### src/rtl/fence_flush_sequencer.sv
// Sequences the multi-cycle side effects of fence.i / fence / sfence.vma / AMO-commit flushes:
// store-buffer drain, D$ flush, I$ invalidate or TLB flush, then pipeline flush and redirect.
module fence_flush_sequencer #(
    parameter int unsigned VLEN          = 64,
    parameter int unsigned DRAIN_TIMEOUT = 1024
) (
    input  logic            clk_i,
    input  logic            rst_ni,
    input  logic            fence_i_i,
    input  logic            fence_i,
    input  logic            sfence_vma_i,
    input  logic            flush_commit_i,
    input  logic [VLEN-1:0] pc_i,
    input  logic            is_compressed_i,
    input  logic            no_st_pending_i,
    input  logic            flush_dcache_ack_i,
    output logic            flush_dcache_o,
    output logic            flush_icache_o,
    output logic            flush_tlb_o,
    output logic            flush_pipeline_o,
    output logic            set_pc_o,
    output logic [VLEN-1:0] resume_pc_o,
    output logic            busy_o,
    output logic            timeout_o
);

    localparam int unsigned CNT_W   = (DRAIN_TIMEOUT > 1) ? $clog2(DRAIN_TIMEOUT) : 1;
    localparam int unsigned TO_LAST = (DRAIN_TIMEOUT == 0) ? 0 : DRAIN_TIMEOUT - 1;

    typedef enum logic [2:0] {
        S_IDLE,
        S_DRAIN,
        S_DCACHE,
        S_ICACHE,
        S_TLB,
        S_FLUSH
    } state_e;

    typedef enum logic [1:0] {
        K_FENCE_I,
        K_FENCE,
        K_SFENCE,
        K_AMO
    } kind_e;

    state_e           state_q, state_d;
    kind_e            kind_q, kind_d;
    logic [VLEN-1:0]  pend_pc_q, pend_pc_d;
    logic [CNT_W-1:0] cnt_q, cnt_d;
    logic             timeout_q, timeout_d;
    logic             timeout_hit_c;

    logic             flush_dcache_q, flush_dcache_d;
    logic             flush_icache_q, flush_icache_d;
    logic             flush_tlb_q, flush_tlb_d;
    logic             flush_pipeline_q, flush_pipeline_d;
    logic [VLEN-1:0]  resume_pc_q, resume_pc_d;
    logic             busy_q, busy_d;

    // State register
    always_ff @(posedge clk_i or negedge rst_ni) begin
        if (!rst_ni) begin
            state_q <= S_IDLE;
        end else begin
            state_q <= state_d;
        end
    end

    // Sequence context: request kind, redirect target, drain counter, sticky timeout
    always_ff @(posedge clk_i or negedge rst_ni) begin
        if (!rst_ni) begin
            kind_q    <= K_AMO;
            pend_pc_q <= '0;
            cnt_q     <= '0;
            timeout_q <= 1'b0;
        end else begin
            kind_q    <= kind_d;
            pend_pc_q <= pend_pc_d;
            cnt_q     <= cnt_d;
            timeout_q <= timeout_d;
        end
    end

    assign timeout_hit_c = (DRAIN_TIMEOUT != 0) && (cnt_q == CNT_W'(TO_LAST));

    // Next-state and context update
    always_comb begin
        state_d   = state_q;
        kind_d    = kind_q;
        pend_pc_d = pend_pc_q;
        cnt_d     = '0;
        timeout_d = timeout_q;
        unique case (state_q)
            S_IDLE: begin
                if (fence_i_i || fence_i || sfence_vma_i || flush_commit_i) begin
                    pend_pc_d = pc_i + (is_compressed_i ? VLEN'(2) : VLEN'(4));
                end
                if (fence_i_i) begin
                    state_d = S_DRAIN;
                    kind_d  = K_FENCE_I;
                end else if (fence_i) begin
                    state_d = S_DRAIN;
                    kind_d  = K_FENCE;
                end else if (sfence_vma_i) begin
                    state_d = S_DRAIN;
                    kind_d  = K_SFENCE;
                end else if (flush_commit_i) begin
                    state_d = S_FLUSH;
                    kind_d  = K_AMO;
                end
            end
            S_DRAIN: begin
                cnt_d = cnt_q + CNT_W'(1);
                if (no_st_pending_i || timeout_hit_c) begin
                    state_d = (kind_q == K_SFENCE) ? S_TLB : S_DCACHE;
                end
                // Timeout only flags a drain that genuinely never completed
                if (!no_st_pending_i && timeout_hit_c) begin
                    timeout_d = 1'b1;
                end
            end
            S_DCACHE: begin
                if (flush_dcache_ack_i) begin
                    state_d = (kind_q == K_FENCE_I) ? S_ICACHE : S_FLUSH;
                end
            end
            S_ICACHE: state_d = S_FLUSH;
            S_TLB:    state_d = S_FLUSH;
            S_FLUSH:  state_d = S_IDLE;
            default:  state_d = S_IDLE;
        endcase
    end

    // Moore outputs decoded from the upcoming state so they register alongside it
    always_comb begin
        flush_dcache_d   = (state_d == S_DCACHE);
        flush_icache_d   = (state_d == S_ICACHE);
        flush_tlb_d      = (state_d == S_TLB);
        flush_pipeline_d = (state_d == S_FLUSH);
        busy_d           = (state_d != S_IDLE);
        resume_pc_d      = resume_pc_q;
        if (state_d == S_FLUSH) begin
            resume_pc_d = pend_pc_d;
        end
    end

    // Output registers
    always_ff @(posedge clk_i or negedge rst_ni) begin
        if (!rst_ni) begin
            flush_dcache_q   <= 1'b0;
            flush_icache_q   <= 1'b0;
            flush_tlb_q      <= 1'b0;
            flush_pipeline_q <= 1'b0;
            resume_pc_q      <= '0;
            busy_q           <= 1'b0;
        end else begin
            flush_dcache_q   <= flush_dcache_d;
            flush_icache_q   <= flush_icache_d;
            flush_tlb_q      <= flush_tlb_d;
            flush_pipeline_q <= flush_pipeline_d;
            resume_pc_q      <= resume_pc_d;
            busy_q           <= busy_d;
        end
    end

    assign flush_dcache_o   = flush_dcache_q;
    assign flush_icache_o   = flush_icache_q;
    assign flush_tlb_o      = flush_tlb_q;
    assign flush_pipeline_o = flush_pipeline_q;
    assign set_pc_o         = flush_pipeline_q;
    assign resume_pc_o      = resume_pc_q;
    assign busy_o           = busy_q;
    assign timeout_o        = timeout_q;

endmodule

### config.mk
export PLATFORM = sky130hd
export DESIGN_NAME = fence_flush_sequencer
export DESIGN_NICKNAME = d
export VERILOG_FILES = /design/src/rtl/fence_flush_sequencer.sv
export SDC_FILE = /design/constraint.sdc
export NUM_CORES = 1
export LEC_CHECK = 0
export ABC_AREA = 1
export BUFFER_PORTS_ARGS = -buffer_cell sky130_fd_sc_hd__buf_2
export CAP_MARGIN = 20
export CORE_ASPECT_RATIO = 2
export CORE_UTILIZATION = 55
export DETAILED_ROUTE_END_ITERATION = 7
export PLACE_DENSITY_LB_ADDON = 0.2
export SYNTH_ARGS = -nofsm -noshare
export SYNTH_HDL_FRONTEND = slang
export SYNTH_SLANG_ARGS = --single-unit
### constraint.sdc
create_clock -name clk_i -period 2 [get_ports clk_i]
set_input_delay 0.1 -clock clk_i [delete_from_list [all_inputs] [get_ports clk_i]]
set_output_delay 0.1 -clock clk_i [all_outputs]
set_load 0.03 [all_outputs]
* After elaboration in Yosys (flattened, before gate mapping)
Index checks and enable logic that the tools add are counted.
** Word-level totals
- Register bits after elaboration :: 149
- Bits of input ports :: 73
- Output and inout port bits :: 71
- Word-level logic and storage cells :: 53
** Operators by class
- $add $sub $neg :: 2
- Equality and inequality tests :: 10
- Mux-type cells :: 17
- Reductions and logical operators :: 13
** Operators with widths (number)
- $mux W64 :: 2
- $add A64 B3 Y64 :: 1
- $mux W3 :: 9
- $eq A3 B2 Y1 const B :: 4
- $pmux W3 S4 :: 1
- $add A10 B1 Y10 const B :: 1
- $eq A10 B10 Y1 const B :: 1
- $mux W10 :: 1
- $eq A3 B3 Y1 const B :: 3
- $mux W2 :: 4
- $logic_or A1 B1 Y1 :: 4
- $reduce_and A2 Y1 :: 2
- $reduce_bool A4 Y1 :: 1
- $eq A3 B1 Y1 const B :: 1
- $logic_not A3 Y1 :: 1
- $reduce_bool A3 Y1 :: 1
- $eq A2 B2 Y1 const B :: 1
- $logic_not A2 Y1 :: 1
- $reduce_or A2 Y1 :: 1
- $logic_and A1 B1 Y1 :: 1
- $logic_not A1 Y1 :: 1

* Longest topological paths before layout
- Word-level depth :: 6
- Gate-level depth with buffers :: 13
- Mapped depth without buffers :: 13

* Worst setup path after synthesis
No wires, ideal clock.
- Kind :: input to register
- Start :: input port pc_i[1]
- End :: register resume_pc_q[25], in the netlist resume_pc_o[25]
- Setup time :: 0.132 ns
- Arrival time :: 1.562 ns
- Path slack :: 0.306 ns
- Stages :: 11
- Buffers on the path :: 0
- Path through :: ha_1 fa_1 nand2_2 nor2_4 nand2_2 inv_1 nand2_1 xor2_1 nand2_1 nand2_1 o21ai_1
** Between the ends
- Longest elaborated chain between the ends :: 3
** RTL lines
- from (decl) :: line 13 : input logic [VLEN-1:0] pc_i,
- $add A64 B3 Y64 :: line 96 : pend_pc_d = pc_i + (is_compressed_i ? VLEN'(2) : VLEN'(4));
- $mux W64 :: line 95 : if (fence_i_i || fence_i || sfence_vma_i || flush_commit_i) begin
- $mux W64 :: line 93 : unique case (state_q)
- to (signal assigned) :: line 161 : resume_pc_q <= resume_pc_d;
- to (decl) :: line 57 : logic [VLEN-1:0] resume_pc_q, resume_pc_d;
No other way between the ends.
A chain may end at the register's enable or synchronous reset.

* Final worst setup path
- Start :: register state_q[2]
- End :: register resume_pc_q[11], in the netlist resume_pc_o[11]
** Between the ends
- Elaborated cells between the ends (all ways) :: 15
- Those cells by class :: eq/ne: 5; mux: 8; reduce/logical: 2
** RTL lines
- from (decl) :: line 46 : state_e state_q, state_d;
- from (signal assigned) :: line 65 : state_q <= state_d;
- $logic_not A3 Y1 :: line 93
- $mux W64 :: line 93
- via pend_pc_d[11] :: line 48 : logic [VLEN-1:0] pend_pc_q, pend_pc_d;
The timed path passes the listed nets, and every way through them passes these cells.

==> summary.md <==
| Metric | Value |
|---|---|
| Family with the most delay on the worst path | `simple AND/OR/NAND/NOR gates` |
| Commonest non-fill, non-tap cell in the layout | `nand2_1` |
| Syn nets | `1,172` |
| HPWL Detailed | `19.9 mm` |
| Most frequent cells in the layout | `nand2_1, dfrtp_1, buf_2` |
| DIE AREA | `15,400 um^2` |
| Via density per instance | `5.30` |
| Synth Warn # | `0` |
| FF+latch area | `3730 um^2` |
| Initial antenna violation count | `0` |
| CP startpoint kind | `flop` |
| Pwr dens | `1610 nW/um^2` |
| Setup TNS | `0 ns` |
| Pin slew with the least headroom to its limit | `0.503 ns` |
| Clock skew | `0.0122 ns` |
| Gpl congestion | `0.976` |
| Leakage | `4.79 nW` |
| Worst EP required | `2.37 ns` |
| Nets | `1,338` |
| Post-layout util | `69.0%` |
| Largest fanout on the critical path | `22` |
| Sink Count | `149` |
| Crit path buf inv count | `2` |
| Die height | `174 um` |
| Status | `completed` |
| Asr flop ratio synth | `100%` |
| Synth top area share | `45.0%` |
| GR Overflow Total | `0` |
| CTS tree | `yes` |
| Max VDD drop | `1.07 mV` |
| Num ports | `144` |
| CTS Buf Count | `17` |
| Maximum buffer depth of the clock tree | `2` |
| Final worst path period share | `93.7%` |
| Synth area leader | `dfrtp_1` |
| Power consumption | `16.1 mW` |
| Root Driver | `clkbuf_16` |
| Clock slew at reported path FFs | `0.06 ns` |
| Post-Synthesis Cell Area | `8170 um^2` |
| Slew HR | `66.4%` |
| Predominant post-synthesis flop cell | `dfrtp_1` |
| Vias in the first global route | `7,786` |
| Chip width | `88.2 um` |
| Final setup fails | `0` |
| Initial Util | `56.7%` |
| Hold WS | `0.0135 ns` |
| H-Tree Depth | `4` |
| DR pass1 iterations | `5` |
| Final Slew Violations | `0` |
| Fin. Hold Viols | `0` |
| Site Rows | `62` |
| Clk_lat worst skew | `0.43 ns` |
| Synth unique cells | `46` |
| GRT Total Usage | `34.9%` |
| Post-synthesis register bit count | `149` |
| Max Clk Rate | `534 MHz` |
| Area contributors post-synth | `dfrtp_1, nand2_1, nor2_1, nand3_1, inv_1` |
| WS Path Type | `reg -> reg` |
| Post-synthesis sequential area ratio | `45.6%` |
| Mean Syn Cell Area | `7.46 um^2` |
| Largest net degree at the start of global routing | `58` |
| Post-route ant nets | `0` |
| Worst hold path type | `in -> reg` |
| CP max stage delay | `0.42 ns` |
| Area growth, synth to finish | `21.8%` |
| Layout cells sized above 1 | `21.1%` |
| Area used by multi-input combinational logic | `3930 um^2` |
| Core area | `14,400 um^2` |
| First-pass GRT wire length | `39.3 mm` |
| EDFF count, synth | `0` |
| Residual DRC count | `0` |
| Final setup margin | `0.127 ns` |
| Final wirelength | `25.5 mm` |
| Fillers | `1,312` |
| Final min period | `1.87 ns` |
| Maxcap violations | `0` |
| Dpl ws | `-0.0683 ns` |
| Crit path DAT | `2.24 ns` |
| Crit-path most repeated cell | `nand2_1` |
| Initial DRC count | `349` |
| PortBufs | `143` |
| Worst path cell trace | `nor3_2, o21ai_4, inv_4, buf_4, nor2_1, a21oi_1, nand2_1, nand2_1` |
| Mapped Cells | `1,095` |
| Wire length per cell | `17.4 um` |
| CP Capture Type | `flop` |
| Antenna cells | `0` |
| CP max-delay cell | `dfrtp_1` |
| Vias | `7,776` |
-- state kept, by name, summed over array words and instances, names as in the netlist --
name	cells
flush_tlb_o	1
flush_dcache_o	1
timeout_o	1
resume_pc_o	64
state_q	3
pend_pc_q	64
busy_o	1
cnt_q	10
kind_q	2
flush_icache_o	1
flush_pipeline_o	1
-- cell usage after synthesis (8+ instances only) --
library cell / number
buf_2: 10
o211ai_1: 15
dfrtp_1: 147
nand2_2: 11
xor2_1: 12
xnor2_1: 11
nand3b_1: 10
nand3_1: 80
nor2_2: 10
nor2_4: 9
or2_2: 15
a21oi_1: 13
inv_1: 98
o21ai_1: 19
o21ai_0: 27
nand4_1: 22
nor2_1: 140
nand2_1: 363
clkbuf_1: 8
or2_0: 9
-- stage by stage --
stage | instance area (um^2) | std cells
2_1_floorplan | 8170 | 1095
5_1_grt | 9960 | 1466
4_1_cts | 9900 | 1465
3_3_place_gp | 9230 | 1426
3_5_place_dp | 9230 | 1426
6_report | 9960 | 1466
-- cell type report --
class / instances / share of cell area [%]
multi-input combinational: 814 / 39.5
sequential: 149 / 37.5
timing repair buffer: 176 / 10.7
clock buffer: 18 / 4.41
inverter: 103 / 3.91
tap: 192 / 2.41
clock inverter: 14 / 1.65
-- metal layers --
metal / GRT usage (%) / wire length, um
met1: 36.2 / 9150
met2: 62.2 / 13600
met3: 3.94 / 842
met4: 25.3 / 1880
met5: 0 / 0
-- worst register-to-register path: stages (launching register included) --
cell and delay (ns):
dfrtp_1 0.42, nor3_2 0.33, o21ai_4 0.12, inv_4 0.28
buf_4 0.27, nor2_1 0.06, a21oi_1 0.19, nand2_1 0.08
nand2_1 0.07
-- kinds of logic after synthesis --
kind of cell               share of synthesized area (%)
and+or+nand+nor                                     37.1
DFF                                                 45.6
buffers and inverters                               6.84
AOI/OAI and AO/OA                                   7.27
xor gates and xnor gates                            2.46
adders and majority gates                          0.704
-- final timing paths --
check                                      startpoint                           to  slack, ns  cells after the start
max                              state_q[2]$_DFF_PN0_  resume_pc_o[11]$_DFFE_PN0N_       0.13                      8
min                                           pc_i[1]       pend_pc_q[1]$_DFF_PN0_       0.01                      4
max reg2reg                      state_q[2]$_DFF_PN0_  resume_pc_o[11]$_DFFE_PN0N_       0.13                      8
min reg2reg                resume_pc_o[3]$_DFFE_PN0N_   resume_pc_o[3]$_DFFE_PN0N_       0.47                      2
max in group asynchronous                      rst_ni        kind_q[1]$_DFFE_PN1P_       1.10                      3
min in group asynchronous                      rst_ni   resume_pc_o[1]$_DFFE_PN0N_       0.20                      2
-- power by group --
part	internal, mW	total [mW]	switching [mW]
Clock	1.91	3.29	1.38
Combinational	2.46	7.60	5.14
Sequential	4.51	5.17	0.651
Total	8.88	16.1	7.17
-- repair_timing --
| action | CTS | global route |
|---|---|---|
| buffers inserted | 0 | 1 |
| gates resized for setup | 0 | 11 |
| setup endpoints to repair | 0 | 4 |
| endpoints found under the hold margin | 57 | 0 |
| hold buffers | 7 | 0 |
(Power assumes the default switching activity.)
